## src/rtl/subckt_stim_sig_driver_if.sv

```systemverilog
// Handshake and data bundle between the stimulus/signature driver and the harness it serves.
// The master side is the driver; the slave side is the sequencer and the subcircuit under test.
interface subckt_stim_sig_driver_if #(
  parameter int unsigned N_IN = 5
);
  logic            start;
  logic            resp_i;
  logic [15:0]     golden_i;
  logic [N_IN-1:0] stim_o;
  logic            busy;
  logic            done;
  logic            match_o;
  logic [15:0]     signature_o;
  logic [15:0]     vec_cnt_o;

  modport master (
    input  start, resp_i, golden_i,
    output stim_o, busy, done, match_o, signature_o, vec_cnt_o
  );

  modport slave (
    output start, resp_i, golden_i,
    input  stim_o, busy, done, match_o, signature_o, vec_cnt_o
  );
endinterface

```

## src/rtl/subckt_stim_sig_driver.sv

```systemverilog
// Drives LFSR vectors into a small registered subcircuit and compacts its delayed response
// into a 16-bit MISR signature, then compares that signature against a golden value.
module subckt_stim_sig_driver #(
  parameter int unsigned N_IN     = 5,
  parameter int unsigned LAT      = 2,
  parameter int unsigned NUM_VEC  = 1000,
  parameter logic [15:0] SEED     = 16'hACE1,
  parameter logic [15:0] SIG_POLY = 16'h1021
) (
  input  logic                   I1470,
  input  logic                   I1477,
  subckt_stim_sig_driver_if.master bus
);

  localparam logic [15:0] SEED_EFF   = (SEED == 16'h0000) ? 16'hACE1 : SEED;
  localparam logic [15:0] LAST_VEC   = 16'(NUM_VEC - 1);
  localparam logic [3:0]  LAST_DRAIN = 4'(LAT - 1);

  typedef enum logic [1:0] {
    ST_IDLE  = 2'd0,
    ST_RUN   = 2'd1,
    ST_DRAIN = 2'd2,
    ST_DONE  = 2'd3
  } state_t;

  function automatic logic [15:0] lfsr_step(input logic [15:0] v);
    return {v[14:0], v[15] ^ v[13] ^ v[12] ^ v[10]};
  endfunction

  function automatic logic [15:0] misr_step(input logic [15:0] s, input logic b);
    return {s[14:0], 1'b0} ^ (s[15] ? SIG_POLY : 16'h0000) ^ {15'h0000, b};
  endfunction

  state_t          state_r, state_s;
  logic [15:0]     lfsr_r, lfsr_s;
  logic [15:0]     sig_r, sig_s;
  logic [15:0]     vec_cnt_r, vec_cnt_s;
  logic [3:0]      drain_cnt_r, drain_cnt_s;
  logic [LAT-1:0]  vld_r, vld_s;
  logic [N_IN-1:0] stim_r, stim_s;
  logic            busy_r, busy_s;
  logic            done_r, done_s;
  logic            match_r, match_s;

  // Next-state, datapath and output decode; outputs are computed from the next state so they leave flops
  always_comb begin
    state_s     = state_r;
    lfsr_s      = lfsr_r;
    vec_cnt_s   = vec_cnt_r;
    drain_cnt_s = drain_cnt_r;
    match_s     = match_r;
    vld_s       = vld_r << 1;
    vld_s[0]    = (state_r == ST_RUN);
    // The valid tap marks the cycle in which the response to an earlier vector arrives
    if (vld_r[LAT-1]) begin
      sig_s = misr_step(sig_r, bus.resp_i);
    end else begin
      sig_s = sig_r;
    end

    case (state_r)
      ST_IDLE: begin
        if (bus.start) begin
          state_s   = ST_RUN;
          lfsr_s    = SEED_EFF;
          sig_s     = 16'h0000;
          vec_cnt_s = 16'h0000;
          match_s   = 1'b0;
          vld_s     = {LAT{1'b0}};
        end else begin
          state_s = ST_IDLE;
        end
      end
      ST_RUN: begin
        lfsr_s    = lfsr_step(lfsr_r);
        vec_cnt_s = vec_cnt_r + 16'd1;
        if (vec_cnt_r == LAST_VEC) begin
          state_s     = ST_DRAIN;
          drain_cnt_s = 4'd0;
        end else begin
          state_s = ST_RUN;
        end
      end
      ST_DRAIN: begin
        if (drain_cnt_r == LAST_DRAIN) begin
          state_s = ST_DONE;
          match_s = (sig_s == bus.golden_i);
        end else begin
          drain_cnt_s = drain_cnt_r + 4'd1;
        end
      end
      ST_DONE: begin
        state_s = ST_IDLE;
      end
      default: begin
        state_s = ST_IDLE;
      end
    endcase

    stim_s = (state_s == ST_RUN) ? lfsr_s[N_IN-1:0] : {N_IN{1'b0}};
    busy_s = (state_s == ST_RUN) || (state_s == ST_DRAIN);
    done_s = (state_s == ST_DONE);
  end

  // State, datapath and registered outputs
  always_ff @(posedge I1470 or negedge I1477) begin
    if (!I1477) begin
      state_r     <= ST_IDLE;
      lfsr_r      <= SEED_EFF;
      sig_r       <= 16'h0000;
      vec_cnt_r   <= 16'h0000;
      drain_cnt_r <= 4'd0;
      vld_r       <= {LAT{1'b0}};
      stim_r      <= {N_IN{1'b0}};
      busy_r      <= 1'b0;
      done_r      <= 1'b0;
      match_r     <= 1'b0;
    end else begin
      state_r     <= state_s;
      lfsr_r      <= lfsr_s;
      sig_r       <= sig_s;
      vec_cnt_r   <= vec_cnt_s;
      drain_cnt_r <= drain_cnt_s;
      vld_r       <= vld_s;
      stim_r      <= stim_s;
      busy_r      <= busy_s;
      done_r      <= done_s;
      match_r     <= match_s;
    end
  end

  assign bus.stim_o      = stim_r;
  assign bus.busy        = busy_r;
  assign bus.done        = done_r;
  assign bus.match_o     = match_r;
  assign bus.signature_o = sig_r;
  assign bus.vec_cnt_o   = vec_cnt_r;

endmodule

```

## src/flat_wrapper.sv

```systemverilog
// flat-port wrapper written by rule: the top's interface ports become plain ports
module subckt_stim_sig_driver_flat 
#(
  parameter int unsigned N_IN     = 5,
  parameter int unsigned LAT      = 2,
  parameter int unsigned NUM_VEC  = 1000,
  parameter logic [15:0] SEED     = 16'hACE1,
  parameter logic [15:0] SIG_POLY = 16'h1021
)
  (I1470, I1477, bus_start, bus_resp_i, bus_golden_i, bus_stim_o, bus_busy, bus_done, bus_match_o, bus_signature_o, bus_vec_cnt_o);
  subckt_stim_sig_driver_if #(.N_IN(N_IN)) bus_i ();
  input  logic I1470;
  input  logic I1477;
  input wire logic [$bits(bus_i.start)-1:0] bus_start;
  input wire logic [$bits(bus_i.resp_i)-1:0] bus_resp_i;
  input wire logic [$bits(bus_i.golden_i)-1:0] bus_golden_i;
  output wire logic [$bits(bus_i.stim_o)-1:0] bus_stim_o;
  output wire logic [$bits(bus_i.busy)-1:0] bus_busy;
  output wire logic [$bits(bus_i.done)-1:0] bus_done;
  output wire logic [$bits(bus_i.match_o)-1:0] bus_match_o;
  output wire logic [$bits(bus_i.signature_o)-1:0] bus_signature_o;
  output wire logic [$bits(bus_i.vec_cnt_o)-1:0] bus_vec_cnt_o;
  assign bus_i.start = bus_start;
  assign bus_i.resp_i = bus_resp_i;
  assign bus_i.golden_i = bus_golden_i;
  assign bus_stim_o = bus_i.stim_o;
  assign bus_busy = bus_i.busy;
  assign bus_done = bus_i.done;
  assign bus_match_o = bus_i.match_o;
  assign bus_signature_o = bus_i.signature_o;
  assign bus_vec_cnt_o = bus_i.vec_cnt_o;
  subckt_stim_sig_driver #(.N_IN(N_IN), .LAT(LAT), .NUM_VEC(NUM_VEC), .SEED(SEED), .SIG_POLY(SIG_POLY)) u_core (.I1470(I1470), .I1477(I1477), .bus(bus_i));
endmodule
```

## config.mk

```make
export PLATFORM = sky130hd
export DESIGN_NAME = subckt_stim_sig_driver_flat
export DESIGN_NICKNAME = d
export VERILOG_FILES = /design/src/rtl/subckt_stim_sig_driver_if.sv /design/src/rtl/subckt_stim_sig_driver.sv /design/src/flat_wrapper.sv
export SDC_FILE = /design/constraint.sdc
export NUM_CORES = 1
export LEC_CHECK = 0
export CORE_MARGIN = 3
export CORE_UTILIZATION = 50
export DETAILED_ROUTE_END_ITERATION = 16
export GPL_ROUTABILITY_DRIVEN = 0
export PLACE_DENSITY = 0.77
export SYNTH_ARGS = -nofsm -noshare
export SYNTH_HDL_FRONTEND = slang
export SYNTH_SLANG_ARGS = --single-unit
```

## constraint.sdc

```tcl
create_clock -name I1470 -period 2.96 [get_ports I1470]
set_input_delay 0.444 -clock I1470 [delete_from_list [all_inputs] [get_ports I1470]]
set_output_delay 0.444 -clock I1470 [all_outputs]
set_load 0.03 [all_outputs]
```

==> flow_summary.toml <==
[timing]
worstMarginPinSlew_ns = 0.724
rsz0062_at_grt = "false"
max_slew_margin_pct = 51.7
finClkSkew_ns = 0.00756
setup_violations = 0
min_period_ns = 2.25
slew_viol_final = 0
final.setup.tns_ns = 0
max_freq_mhz = 444
fin_crit_sh_pct = 76.0
fin_ws_ns = 0.709
final-hold-violation-count = 0

[logic_synthesis]
ys_types = 43
syn_nets = 319
yosys.area.top_type = "dfrtp_1"
seq_area_frac_synth_pct = 50.2
yosys_warnings = 0
ys_top_cells_by_area = "dfrtp_1 44%, mux2i_1 7.2%, dfstp_2 6.5%"
synth-edff-count = 0
syn_inst = 291
synth-seq-cells = 64
synth_top_area_share_pct = 43.7
async_reset_ff_share_pct = 100
syn-cell-area_um2 = 3210
avgSynthCellArea_um2 = 11.0
synth_flop_cell = "dfrtp_1"

[cts]
postCtsResizedCells = 0
postCtsHoldBufs = 0
clock_path_buffers = 2
numCtsBuffers = 9
cts_max_level = 3
worstSkewPairLatency_ns = 0.33
cts_tree = "done"
cts_setup_buffers = 0
cts_sinks = 64
cts_root_buf = "clkbuf_8"
clkTransAtPathRegs_ns = 0.08

[placed_design]
io_buffer_count = 59
dp.cells = 418
pre_cts_slack_ns = 0.697
dpl.hpwl_um = 4690
placed_area_um2 = 3890

[critical_path]
cp.buffers_inverters = 0
crit_slowest_cell = "or4_4"
max_stage_delay_ns = 0.55
rrSetupSlack_ns = 0.71
worst_ep_arrival_time_ns = 2.48
crit_type = "reg -> reg"
crit_required_ns = 3.19
critPathLaunchType = "flip-flop"
cp_top_family = "simple AND/OR/NAND/NOR gates"
worstPathCellList = "or4_4, nor4_4, a21oi_1, or2_2, ha_1, and2_1"
crit_path_max_fanout = 7
cp-end-kind = "flip-flop"

[layout]
design_area_um2 = 4100
nets = 382
num-fill-cells = 485
syn2layout_area_growth_pct = 27.7
final_common_cell = "clkdlybuf4s50_1"
instances_no_fill = 434
diodes = 0
drive_above_1_share_pct = 12.5
final_cell_mix = "58 x clkdlybuf4s50_1, 56 x dfrtp_1, 32 x nor2_1"

[detailed_routing]
drc_errors = 0
antenna_left = 0
drt_first_iter_violations = 75
vias = 2341
drt-wirelength-per-cell_um = 15.1
dr.pass1.iters = 4
avgViaCountPerCell = 5.39
drt-total-wl_um = 6560

[min_path]
hold_class = "in -> async"

[global_route]
grt-ovfl-total = 0
grt_max_degree = 35
grt_antenna_before_repair = 0
grt_pass1_wl_um = 11200
grt_usage_pct = 19.2
first_global_vias = 2402

[floorplanning]
dieArea_um2 = 7420
die_h_um = 86.1
pin_count = 60
die_x_um = 86.1
initial_core_util_pct = 53.0
core_region_area_um2 = 6060
row_count = 28

[status]
outcome = "completed"

[power]
leakagePower_nw = 1.82
power.total_mw = 3.80
p_per_area_nw_per_um2 = 928
peakVddDrop_mv = 0.614

[flow_run]
drv_cap = 0
## power by group
group / internal [mW] / leakage (nW) / total [mW] / switching [mW]
combinational: 0.784 / 0.902 / 1.62 / 0.838
sequential: 1.16 / 0.821 / 1.42 / 0.257
clock: 0.397 / 0.0964 / 0.759 / 0.362
## path summary, 6_finish.rpt
| kind | from | to | cells past startpoint |
|---|---|---|---|
| setup / recovery | u_core.bus.vec_cnt_o[11]$_DFFE_PN0P_ | u_core.bus.stim_o[2]$_DFF_PN0_ | 6 |
| hold / removal | I1477 | u_core.bus.signature_o[1]$_DFF_PN0_ | 1 |
| min in group I1470 | u_core.vld_r[0]$_DFF_PN0_ | u_core.vld_r[1]$_DFF_PN0_ | 1 |
| max in group asynchronous | I1477 | u_core.lfsr_r[5]$_DFFE_PN1P_ | 2 |
| setup reg to reg | u_core.bus.vec_cnt_o[11]$_DFFE_PN0P_ | u_core.bus.stim_o[2]$_DFF_PN0_ | 6 |
| hold reg to reg | u_core.vld_r[0]$_DFF_PN0_ | u_core.vld_r[1]$_DFF_PN0_ | 1 |
## per-layer routing
| metal | up-vias | share of wire [%] | track usage [%] |
|---|---|---|---|
| li1 | 1136 | - | - |
| met1 | 1137 | 48 | 26.0 |
| met2 | 62 | 45 | 30.4 |
| met3 | 6 | 6.4 | 4.03 |
| met4 | 0 | 0.72 | 7.34 |
| met5 | - | 0 | 0 |
## through the flow
step	hold slack [ns]	util, %
3_3_place_gp	0.450	64.2
2_1_floorplan	0.148	-
6_report	0.157	67.6
3_5_place_dp	0.460	64.2
5_1_grt	0.208	67.6
4_1_cts	0.179	67.6
## synthesized netlist by cell type (3+ instances only)
cell / instances
dfrtp_1: 56
nor2_1: 32
mux2i_1: 23
xor2_1: 22
xnor2_1: 17
inv_1: 12
a22o_1: 9
clkbuf_1: 9
and2_1: 8
dfstp_2: 8
ha_1: 8
mux2_2: 8
nand2_1: 7
nand3_1: 7
o21ai_0: 7
a21oi_1: 6
o22a_1: 6
nor4_1: 5
nand4_1: 4
nor3_1: 4
buf_2: 3
or3_1: 3
## flip-flops by register name, indices dropped and copies added, names as in the netlist
name                    count
u_core.bus.stim_o           5
u_core.bus.done             1
u_core.bus.vec_cnt_o       16
u_core.lfsr_r              16
u_core.vld_r                2
u_core.bus.match_o          1
u_core.state_r              2
u_core.bus.signature_o     16
u_core.drain_cnt_r          4
u_core.bus.busy             1
## final cells by class
type	instances	area, µm²	share of cell area (%)
clock buffer	9	124	3.02
clock inverter	7	80.1	1.95
inverter	12	45.0	1.10
multi-input combinational	202	1500	36.6
sequential	64	1610	39.3
tap	75	93.8	2.29
timing repair buffer	65	643	15.7
## cells by family after synthesis
logic type      count (synthesis)  share of synthesized area, %
fa+ha+maj                       8                          3.12
xor+xnor                       39                          10.6
buf+inv                        25                          3.04
compound gates                 39                          8.89
simple gates                   85                          14.1
mux                            31                          9.98
flops                          64                          50.2
Note: power is estimated with default switching activity, not from simulation.
